[config.mk]
export PLATFORM = sky130hd
export DESIGN_NAME = inst_queue_flat
export DESIGN_NICKNAME = d
export VERILOG_FILES = /design/src/rtl/inst_queue_pkg.sv /design/src/rtl/inst_queue_if.sv /design/src/rtl/inst_queue_lane_mux.sv /design/src/rtl/inst_queue.sv /design/src/flat_wrapper.sv
export SDC_FILE = /design/constraint.sdc
export NUM_CORES = 2
export LEC_CHECK = 0
export CORE_MARGIN = 1.5
export CORE_UTILIZATION = 40
export DETAILED_ROUTE_END_ITERATION = 8
export GPL_ROUTABILITY_DRIVEN = 0
export PLACE_DENSITY = 0.61
export SKIP_LAST_GASP = 1
export SYNTH_ARGS = -nofsm -noshare
export SYNTH_HDL_FRONTEND = slang
export SYNTH_SLANG_ARGS = --single-unit
[constraint.sdc]
create_clock -name clk -period 6.7 [get_ports clk]
set_clock_uncertainty 0.15 [all_clocks]
set_input_delay 0.67 -clock clk [delete_from_list [all_inputs] [get_ports clk]]
set_output_delay 0.67 -clock clk [all_outputs]
set_load 0.005 [all_outputs]
[src/rtl/inst_queue_pkg.sv]
// Shared types for the IF->ID instruction queue: the 96-bit entry layout and a packing helper.
package inst_queue_pkg;

  localparam int INST_BUS   = 32;
  localparam int PC_BUS     = 32;
  localparam int IQ_ENTRY_W = 96;
  localparam int IQ_INST    = 0;
  localparam int IQ_NPC     = 32;
  localparam int IQ_PC      = 64;

  // Field order matches the offsets above: pc [95:64], npc [63:32], inst [31:0].
  typedef struct packed {
    logic [PC_BUS-1:0]   pc;
    logic [PC_BUS-1:0]   npc;
    logic [INST_BUS-1:0] inst;
  } iq_entry_t;

  function automatic iq_entry_t iq_pack(input logic [PC_BUS-1:0] pc,
                                        input logic [PC_BUS-1:0] npc,
                                        input logic [INST_BUS-1:0] inst);
    iq_entry_t e;
    e.pc   = pc;
    e.npc  = npc;
    e.inst = inst;
    return e;
  endfunction

endpackage

[src/rtl/inst_queue_if.sv]
// Fetch-side push bus and decode-side pop bus of the instruction queue.
// Handshake: a push is taken on a clock edge when in_ready=1 and in_valid!=0; decode takes
// out_pop (<= number of set out_valid bits) head entries on the same edge. No same-cycle credit.
interface inst_queue_if #(
  parameter int DEPTH = 8,
  parameter int IN_W  = 2,
  parameter int OUT_W = 2
) ();
  localparam int PTR_W = $clog2(DEPTH);
  localparam int POP_W = $clog2(OUT_W + 1);

  logic [IN_W-1:0]     in_valid;
  logic [IN_W*32-1:0]  in_inst;
  logic [IN_W*32-1:0]  in_pc;
  logic [IN_W*32-1:0]  in_npc;
  logic                in_ready;
  logic [OUT_W-1:0]    out_valid;
  logic [OUT_W*32-1:0] out_inst;
  logic [OUT_W*32-1:0] out_pc;
  logic [OUT_W*32-1:0] out_npc;
  logic [POP_W-1:0]    out_pop;
  logic [PTR_W:0]      count;

  modport slave (
    input  in_valid, in_inst, in_pc, in_npc, out_pop,
    output in_ready, out_valid, out_inst, out_pc, out_npc, count
  );

  modport master (
    output in_valid, in_inst, in_pc, in_npc, out_pop,
    input  in_ready, out_valid, out_inst, out_pc, out_npc, count
  );
endinterface

[src/rtl/inst_queue_lane_mux.sv]
// Head-relative read muxes: lane k shows entry (head+k) mod DEPTH while k < count, else zero.
module inst_queue_lane_mux
  import inst_queue_pkg::*;
#(
  parameter int DEPTH = 8,
  parameter int OUT_W = 2,
  parameter int PTR_W = $clog2(DEPTH)
) (
  input  iq_entry_t [DEPTH-1:0] mem_i,
  input  logic [PTR_W-1:0]      head_i,
  input  logic [PTR_W:0]        count_i,
  output logic [OUT_W-1:0]      valid_o,
  output logic [OUT_W*32-1:0]   pc_o,
  output logic [OUT_W*32-1:0]   npc_o,
  output logic [OUT_W*32-1:0]   inst_o
);

  always_comb begin
    valid_o = '0;
    pc_o    = '0;
    npc_o   = '0;
    inst_o  = '0;
    for (int k = 0; k < OUT_W; k++) begin
      logic [PTR_W-1:0] rd_addr;
      iq_entry_t        e;
      // Address wraps by truncation, so reads straddling DEPTH-1 -> 0 need no special case.
      rd_addr = head_i + PTR_W'(k);
      e       = mem_i[rd_addr];
      if ((PTR_W+1)'(k) < count_i) begin
        valid_o[k]        = 1'b1;
        pc_o[32*k +: 32]   = e.pc;
        npc_o[32*k +: 32]  = e.npc;
        inst_o[32*k +: 32] = e.inst;
      end
    end
  end

endmodule

[src/rtl/inst_queue.sv]
// Circular multi-lane instruction queue between fetch and decode, with flush and
// registered-count backpressure.
module inst_queue
  import inst_queue_pkg::*;
#(
  parameter int DEPTH = 8,
  parameter int IN_W  = 2,
  parameter int OUT_W = 2
) (
  input  logic         clk,
  input  logic         rst_n,
  input  logic         flush,
  inst_queue_if.slave  iq
);

  localparam int PTR_W = $clog2(DEPTH);
  localparam int CNT_W = PTR_W + 1;

  iq_entry_t [DEPTH-1:0] mem_q;
  logic [PTR_W-1:0]      head_q, head_d;
  logic [PTR_W-1:0]      tail_q, tail_d;
  logic [CNT_W-1:0]      count_q, count_d;
  logic [CNT_W-1:0]      npush, npop, pop_req;
  logic                  in_ready;
  logic                  push_en;

  function automatic logic [CNT_W-1:0] popcnt(input logic [IN_W-1:0] v);
    logic [CNT_W-1:0] n;
    n = '0;
    for (int i = 0; i < IN_W; i++) n = n + CNT_W'(v[i]);
    return n;
  endfunction

  // Room is judged on the registered count only, so IF never depends on decode's pop.
  assign in_ready = (CNT_W'(DEPTH) - count_q) >= CNT_W'(IN_W);
  assign push_en  = in_ready && (|iq.in_valid) && !flush;
  assign npush    = push_en ? popcnt(iq.in_valid) : '0;
  assign pop_req  = CNT_W'(iq.out_pop);
  assign npop     = flush ? '0 : ((pop_req > count_q) ? count_q : pop_req);

  always_comb begin
    head_d  = head_q + PTR_W'(npop);
    tail_d  = tail_q + PTR_W'(npush);
    count_d = count_q + npush - npop;
    if (flush) begin
      head_d  = '0;
      tail_d  = '0;
      count_d = '0;
    end
  end

  always_ff @(posedge clk or negedge rst_n) begin
    if (!rst_n) begin
      head_q  <= '0;
      tail_q  <= '0;
      count_q <= '0;
    end else begin
      head_q  <= head_d;
      tail_q  <= tail_d;
      count_q <= count_d;
    end
  end

  // Payload storage needs no reset: lanes beyond count are masked to zero on read.
  always_ff @(posedge clk) begin
    for (int i = 0; i < IN_W; i++) begin
      if (push_en && (CNT_W'(i) < npush)) begin
        mem_q[tail_q + PTR_W'(i)] <= iq_pack(iq.in_pc[32*i +: 32],
                                             iq.in_npc[32*i +: 32],
                                             iq.in_inst[32*i +: 32]);
      end
    end
  end

  inst_queue_lane_mux #(
    .DEPTH (DEPTH),
    .OUT_W (OUT_W),
    .PTR_W (PTR_W)
  ) u_lane_mux (
    .mem_i   (mem_q),
    .head_i  (head_q),
    .count_i (count_q),
    .valid_o (iq.out_valid),
    .pc_o    (iq.out_pc),
    .npc_o   (iq.out_npc),
    .inst_o  (iq.out_inst)
  );

  assign iq.in_ready = in_ready;
  assign iq.count    = count_q;

endmodule

[src/flat_wrapper.sv]
// flat-port wrapper written by rule: the top's interface ports become plain ports
module inst_queue_flat import inst_queue_pkg::*;
#(
  parameter int DEPTH = 8,
  parameter int IN_W  = 2,
  parameter int OUT_W = 2
)
  (clk, rst_n, flush, iq_in_valid, iq_in_inst, iq_in_pc, iq_in_npc, iq_out_pop, iq_in_ready, iq_out_valid, iq_out_inst, iq_out_pc, iq_out_npc, iq_count);
  inst_queue_if #(.DEPTH(DEPTH), .IN_W(IN_W), .OUT_W(OUT_W)) iq_i ();
  input  logic clk;
  input  logic rst_n;
  input  logic flush;
  input wire logic [$bits(iq_i.in_valid)-1:0] iq_in_valid;
  input wire logic [$bits(iq_i.in_inst)-1:0] iq_in_inst;
  input wire logic [$bits(iq_i.in_pc)-1:0] iq_in_pc;
  input wire logic [$bits(iq_i.in_npc)-1:0] iq_in_npc;
  input wire logic [$bits(iq_i.out_pop)-1:0] iq_out_pop;
  output wire logic [$bits(iq_i.in_ready)-1:0] iq_in_ready;
  output wire logic [$bits(iq_i.out_valid)-1:0] iq_out_valid;
  output wire logic [$bits(iq_i.out_inst)-1:0] iq_out_inst;
  output wire logic [$bits(iq_i.out_pc)-1:0] iq_out_pc;
  output wire logic [$bits(iq_i.out_npc)-1:0] iq_out_npc;
  output wire logic [$bits(iq_i.count)-1:0] iq_count;
  assign iq_i.in_valid = iq_in_valid;
  assign iq_i.in_inst = iq_in_inst;
  assign iq_i.in_pc = iq_in_pc;
  assign iq_i.in_npc = iq_in_npc;
  assign iq_i.out_pop = iq_out_pop;
  assign iq_in_ready = iq_i.in_ready;
  assign iq_out_valid = iq_i.out_valid;
  assign iq_out_inst = iq_i.out_inst;
  assign iq_out_pc = iq_i.out_pc;
  assign iq_out_npc = iq_i.out_npc;
  assign iq_count = iq_i.count;
  inst_queue #(.DEPTH(DEPTH), .IN_W(IN_W), .OUT_W(OUT_W)) u_core (.clk(clk), .rst_n(rst_n), .flush(flush), .iq(iq_i));
endmodule
==> run metrics <==
DR vias/cell=6.058; Port Buffer Count=397; CP max FO=52; Nets=5606; Total GRT Usage=30.09%; Leak=0.01862 uW; CTS Sinks=778; share of layout cells above drive strength 1=11.92%; final slew viol count=0; dpl cell area=47900 um^2; Setup crit end kind=output port; fmax=185.5 MHz; top sig layer=met5; root cell of the clock tree=clkbuf_16; post-CTS resize count=0; family with the most delay on the worst path=buffers and inverters; HP Class=input port to asynchronous set/reset pin; first-pass GRT wire length=256.6 mm; Power Density=460.8 nW/um^2; CP max-delay cell=dfrtp_4; number of synthesized flops with an enable pin=0; kind of start point of the critical path=flip-flop; commonest non-fill, non-tap cell in the layout=nand2_1; # rows=122; metal1 wirelength=69.16 mm; FF+latch area=15640 um^2; area of the multi-input gates=25630 um^2; Synth Cell Area=44420 um^2; Buf/Inv on CP=2; Synth Warn #=0; # fillers=10348; CTS tree=done; Tightest Pin Transition=1216 ps; number of global-route vias before repair=38914; most used cells in the layout excluding fill and tap cells=nand2_1 (1727), nor2_1 (874), dfxtp_1 (768); hold buffer count at CTS=0; outcome=complete, no violations; post-synth top area share=34.61%; Final HPWL DP=95.79 mm; clk buf depth=3; CTS Buf Count=91; Max stage delay on crit path=1030 ps; H-tree levels=3; Avg Inst Size Synth=8.076 um^2; ANT nets after route=0; Avg WL per Cell=25.11 um; Main synth FF type=dfxtp_1; Mapped Cells=5500; Area Overhead vs Synth=15.06%; Yosys top cell by area=dfxtp_1; post-synth cell types=40; setup violators final=0; pin count of the biggest net entering global routing=120; die width=336.2 um; total grt overflow=0; clock-pin slew on the worst setup and hold paths=60 ps; Yosys reg bits=778; Fin Setup TNS=0 ps; Ports=398; Mapped Nets=5718; routed length on met2=80.78 mm; Final Cycle Share=80.48%; met3 routed WL=18.60 mm; synth top area cells=dfxtp_1 (35%), mux4_2 (19%), nand2_1 (15%); min cycle time layout=5392 ps; r2r worst-path depth=9; clk_lat worst skew=680 ps; setup repair after global routing missed its margin=false; 1st-pass router iterations=7; Final Hold Fails=0; Rel. slew slack=18.93%; core region area=110400 um^2; crit path DAT=4570 ps; Setup Fix Bufs, Post-CTS=0; WS Path Type=flip-flop to output port; CP cell instances=ha_4, buf_4, mux4_2, nand2_1, a21oi_1, clkdlybuf4s50_1; sequential area share after synthesis=35.18%; Critical Path Stages=6; DIE AREA=113100 um^2; Die Y-Extent=336.2 um; initial antenna violation count=27; VDD IR max=0.0002826 V; max cap viols=0; DRC viols=0; post-route cell area=51110 um^2; vias post-DR=42201; final WL=174.9 mm; FFs w/ async S/R, synth=1.285%; CP required=5880 ps; initial core utilization=40.25%; 1st-iter DRT viols=4955
==> flip-flops by register name, summed over array words and instances (netlist names) <==
register         cells
u_core.head_q        3
u_core.iq.count      4
u_core.mem_q       768
u_core.tail_q        3
==> synth_stat cells (2+ instances only) <==
cell,n
or2_2,10
xnor2_1,6
buf_1,48
or3_1,8
mux4_2,384
clkbuf_2,39
ha_1,16
mux2i_1,100
o211ai_1,2
a31oi_1,765
nor2b_1,6
dfxtp_1,768
a21oi_1,101
clkbuf_1,214
dfrtp_1,10
buf_2,297
buf_4,72
nor2_1,874
nor3_1,2
inv_1,12
buf_6,6
nand2_1,1727
nor3_2,7
o41ai_2,2
fa_1,3
nor4_4,2
nand2b_1,2
xor2_1,5
==> power breakdown <==
group	internal, uW	switching (uW)	leakage (uW)
Sequential	6270	1340	0.00647
Clock	3150	2190	0.00157
Combinational	5470	5130	0.0106
Total	14900	8660	0.0186
==> cell families after synthesis <==
logic type | share of synthesized area [%]
flops | 35.18
buf+inv | 7.470
fa+ha+maj | 0.5859
other cells | 0.008442
compound gates | 12.11
xor+xnor | 0.2169
mux | 21.72
simple gates | 22.71
==> path summary, 6_finish.rpt <==
path	startpoint	end	slack, ps
max in group asynchronous	rst_n	u_core.head_q[2]$_DFF_PN0_	5640
max reg2reg	u_core.iq.count[1]$_DFF_PN0_	u_core.mem_q[484]$_DFF_P_	2610
max	u_core.head_q[1]$_DFF_PN0_	iq_out_npc[62]	1310
min in group clk	u_core.mem_q[191]$_DFF_P_	u_core.mem_q[191]$_DFF_P_	330
min reg2reg	u_core.mem_q[191]$_DFF_P_	u_core.mem_q[191]$_DFF_P_	330
min	rst_n	u_core.head_q[0]$_DFF_PN0_	260
==> routing by layer <==
layer,GRT usage [%],up-vias
li1,-,18739
met3,5.415,387
met4,12.33,22
met5,0,-
met2,48.23,2531
met1,40.00,20522
==> area by class of cell <==
cell class,instances,area share (%)
antenna,16,0.07834
clock buffer,126,5.253
clock inverter,41,0.9425
inverter,12,0.08813
multi-input combinational,4034,50.15
sequential,778,30.59
tap,1488,3.643
timing repair buffer,471,9.253
==> per-stage QoR <==
step | util (%) | hold slack (ps) | instances | total power [uW] | setup WS (ps)
global route | 46.31 | 257.7 | 6965 | 24670 | 1213
finish | 46.31 | 256.0 | 6966 | 23550 | 1308
floorplan | - | 224.4 | 5500 | 13650 | 3348
global placement | 43.41 | 314.7 | 6783 | 17920 | 2089
CTS | 46.28 | 229.1 | 6950 | 23490 | 1280
detailed placement | 43.41 | 320.1 | 6783 | 18150 | 2030
(Power assumes the default switching activity.)
==> patch, RTL diff (same settings) <==
`OUT_W` is set to 2 in 4 places; all go to 1.
--- a/src/rtl/inst_queue_if.sv
+++ b/src/rtl/inst_queue_if.sv
@@ -4,7 +4,7 @@
 interface inst_queue_if #(
   parameter int DEPTH = 8,
   parameter int IN_W  = 2,
-  parameter int OUT_W = 2
+  parameter int OUT_W = 1
 ) ();
   localparam int PTR_W = $clog2(DEPTH);
   localparam int POP_W = $clog2(OUT_W + 1);
--- a/src/rtl/inst_queue_lane_mux.sv
+++ b/src/rtl/inst_queue_lane_mux.sv
@@ -3,7 +3,7 @@
   import inst_queue_pkg::*;
 #(
   parameter int DEPTH = 8,
-  parameter int OUT_W = 2,
+  parameter int OUT_W = 1,
   parameter int PTR_W = $clog2(DEPTH)
 ) (
   input  iq_entry_t [DEPTH-1:0] mem_i,
--- a/src/rtl/inst_queue.sv
+++ b/src/rtl/inst_queue.sv
@@ -5,7 +5,7 @@
 #(
   parameter int DEPTH = 8,
   parameter int IN_W  = 2,
-  parameter int OUT_W = 2
+  parameter int OUT_W = 1
 ) (
   input  logic         clk,
   input  logic         rst_n,
--- a/src/flat_wrapper.sv
+++ b/src/flat_wrapper.sv
@@ -3,7 +3,7 @@
 #(
   parameter int DEPTH = 8,
   parameter int IN_W  = 2,
-  parameter int OUT_W = 2
+  parameter int OUT_W = 1
 )
   (clk, rst_n, flush, iq_in_valid, iq_in_inst, iq_in_pc, iq_in_npc, iq_out_pop, iq_in_ready, iq_out_valid, iq_out_inst, iq_out_pc, iq_out_npc, iq_count);
   inst_queue_if #(.DEPTH(DEPTH), .IN_W(IN_W), .OUT_W(OUT_W)) iq_i ();
Ports: changed (5 resized); port bits go from 398 to 300. No check against the original RTL was run, so the function may have changed too.
==> patch against the unedited design <==
- worst setup slack better by 0.59 ns
- total power is 2.5% lower
- count of clock-buffer cells in the layout up 8
- synthesized cell count fell by 5.1%
- final area shrank 4.3%
- synthesized area decreased by 3.1%
- first-iteration DRC count grew 31%
- utilization shrank 0.56 points
- non-clock buffer count down 92
- hold slack worse by 0.096 ns
- routed wire length rose by 4.8%
- sequential cell count did not move
- global-route usage rose by 2.0 points
- critical endpoint is now iq_out_npc[28]
- largest power group unchanged
==> patch: results (changes against the unedited design) <==
Clocking
  • CTS clk-pin slew, worst paths: 0.06 ns (about the same)
  • CTS resizes: 0 (unchanged)
  • Clock latency on the worst-skew pair: 0.68 ns (about the same)
  • TritonCTS buffer count: 90 (-1.1%)
  • Clk Tree Root Cell: clkbuf_16
  • Maximum root-to-sink buffer count: 3 (unchanged)
  • CTS H-tree lvls: 3 (unchanged)

STA
  • Hold WS: 0.1604 ns (-0.09553 ns)
  • Slew Limit Headroom: 0.08153 (-0.1078)

Global route
  • Pin count of the biggest net entering global routing: 266 (+120%)
  • First-pass GRT wire length: 273000 um (+6.4%)
  • Vias in the first global route: 42692 (+9.7%)
  • GRT Util Overall: 0.3205 (+0.01956)
  • Antenna violations before repair: 12 (-56%)

Power and ir drop
  • Leakage: 15.33 nW (-18%)
  • Peak supply drop: 682.3 uV (+140%)
  • Clock Power Share: 0.229 (+0.002)
  • Sequential share of power: 0.314 (-0.009)
  • Internal Power: 12.84 mW (-14%)

Yosys
  • Post-Synth Adder-Cell Area: 0.005465 (-0.0003934)
  • Unique masters post-synth: 44 (+10%)
  • Commonest cells post-synth: 768 x dfxtp_1, 677 x nor3_1, 672 x a31oi_1, 672 x o21ai_0, 583 x nand3_1
  • Compound-Gate Fraction of Synth Area: 0.2150 (+0.09392)
  • Post-Syn Nets: 5435 (-4.9%)
  • Multiplexer area fraction after synthesis: 0.1230 (-0.09420)
  • Leading post-synthesis cells by cell area: dfxtp_1 36%, mux4_2 10%, a31oi_1 9.8%
  • Post-synthesis xor/xnor area fraction: 0.001628 (-0.0005409)
  • Sequential fraction of the synthesis area: 0.3630 (+0.01129)
  • Post-synth ARST share: 0.01285 (unchanged)

Layout
  • Layout cells sized above 1: 0.09138 (-0.02780)
  • Max reg flops: 768 (unchanged)
  • Fillers: 10323 (-0.24%)
  • Final nets: 5120 (-8.7%)

Worst setup path
  • Flop-to-flop setup slack: 2.20 ns (-0.41 ns)
  • CP arrival: 3.98 ns (-0.59 ns)
  • Slowest cell on crit path: dfrtp_4
  • Largest stage delay on the critical path: 1.18 ns (+0.15 ns)
  • Crit-path max FO: 57 (+9.6%)
  • Crit path max-delay family: buffers and inverters

Place
  • Buffers added on ports: 299 (-25%)
  • DP HPWL: 88790 um (-7.3%)
  • Placed cell area: 45800 sq um (-4.4%)

Drt
  • 1st-iter DRT viols: 6491 (+31%)
  • Drt pass-1 iters: 6 (-1)
  • Vias: 44910 (+6.4%)
  • WL final: 183300 um (+4.8%)

Status
  • Status: finished, final reports clean
patch: area by class of cell:
cell class / count / share of cell area
clock inverters: 32 / 0.008340
repair buffers: 379 / 0.07885
diodes: 4 / 0.0002047
flip-flops and latches: 778 / 0.3199
well taps: 1403 / 0.03589
clock buffers: 134 / 0.05503
multi-input cells: 3643 / 0.5007
inverters: 13 / 0.001151
patch: final timing paths:
kind                                         startpoint                            to  cells after the start
setup / recovery             u_core.head_q[1]$_DFF_PN0_                iq_out_npc[28]                      5
hold reg to reg               u_core.mem_q[746]$_DFF_P_     u_core.mem_q[746]$_DFF_P_                      2
min in group clk              u_core.mem_q[746]$_DFF_P_     u_core.mem_q[746]$_DFF_P_                      2
hold / removal                                    rst_n  u_core.iq.count[0]$_DFF_PN0_                      1
setup reg to reg           u_core.iq.count[0]$_DFF_PN0_     u_core.mem_q[451]$_DFF_P_                      8
max in group asynchronous                         rst_n    u_core.tail_q[0]$_DFF_PN0_                      1
patch: per-layer routing:
| layer | GRT usage | up-vias | wire [um] |
|---|---|---|---|
| met4 | 0.1223 | 18 | 6374 |
| met1 | 0.4340 | 21931 | 72120 |
| met3 | 0.06755 | 501 | 21610 |
| li1 | - | 19254 | - |
| met2 | 0.5006 | 3206 | 83060 |
| met5 | 0 | - | 105 |
patch: metrics by stage:
stage | cells | total power [mW] | worst slack, ns | util
after floorplan | 5220 | 13.88 | 3.021 | -
after global placement | 6216 | 17.39 | 1.842 | 0.4284
after detailed placement | 6216 | 17.52 | 1.801 | 0.4284
after CTS | 6382 | 22.73 | 1.918 | 0.4574
after global routing | 6384 | 23.98 | 1.742 | 0.4574
final | 6386 | 22.96 | 1.902 | 0.4575
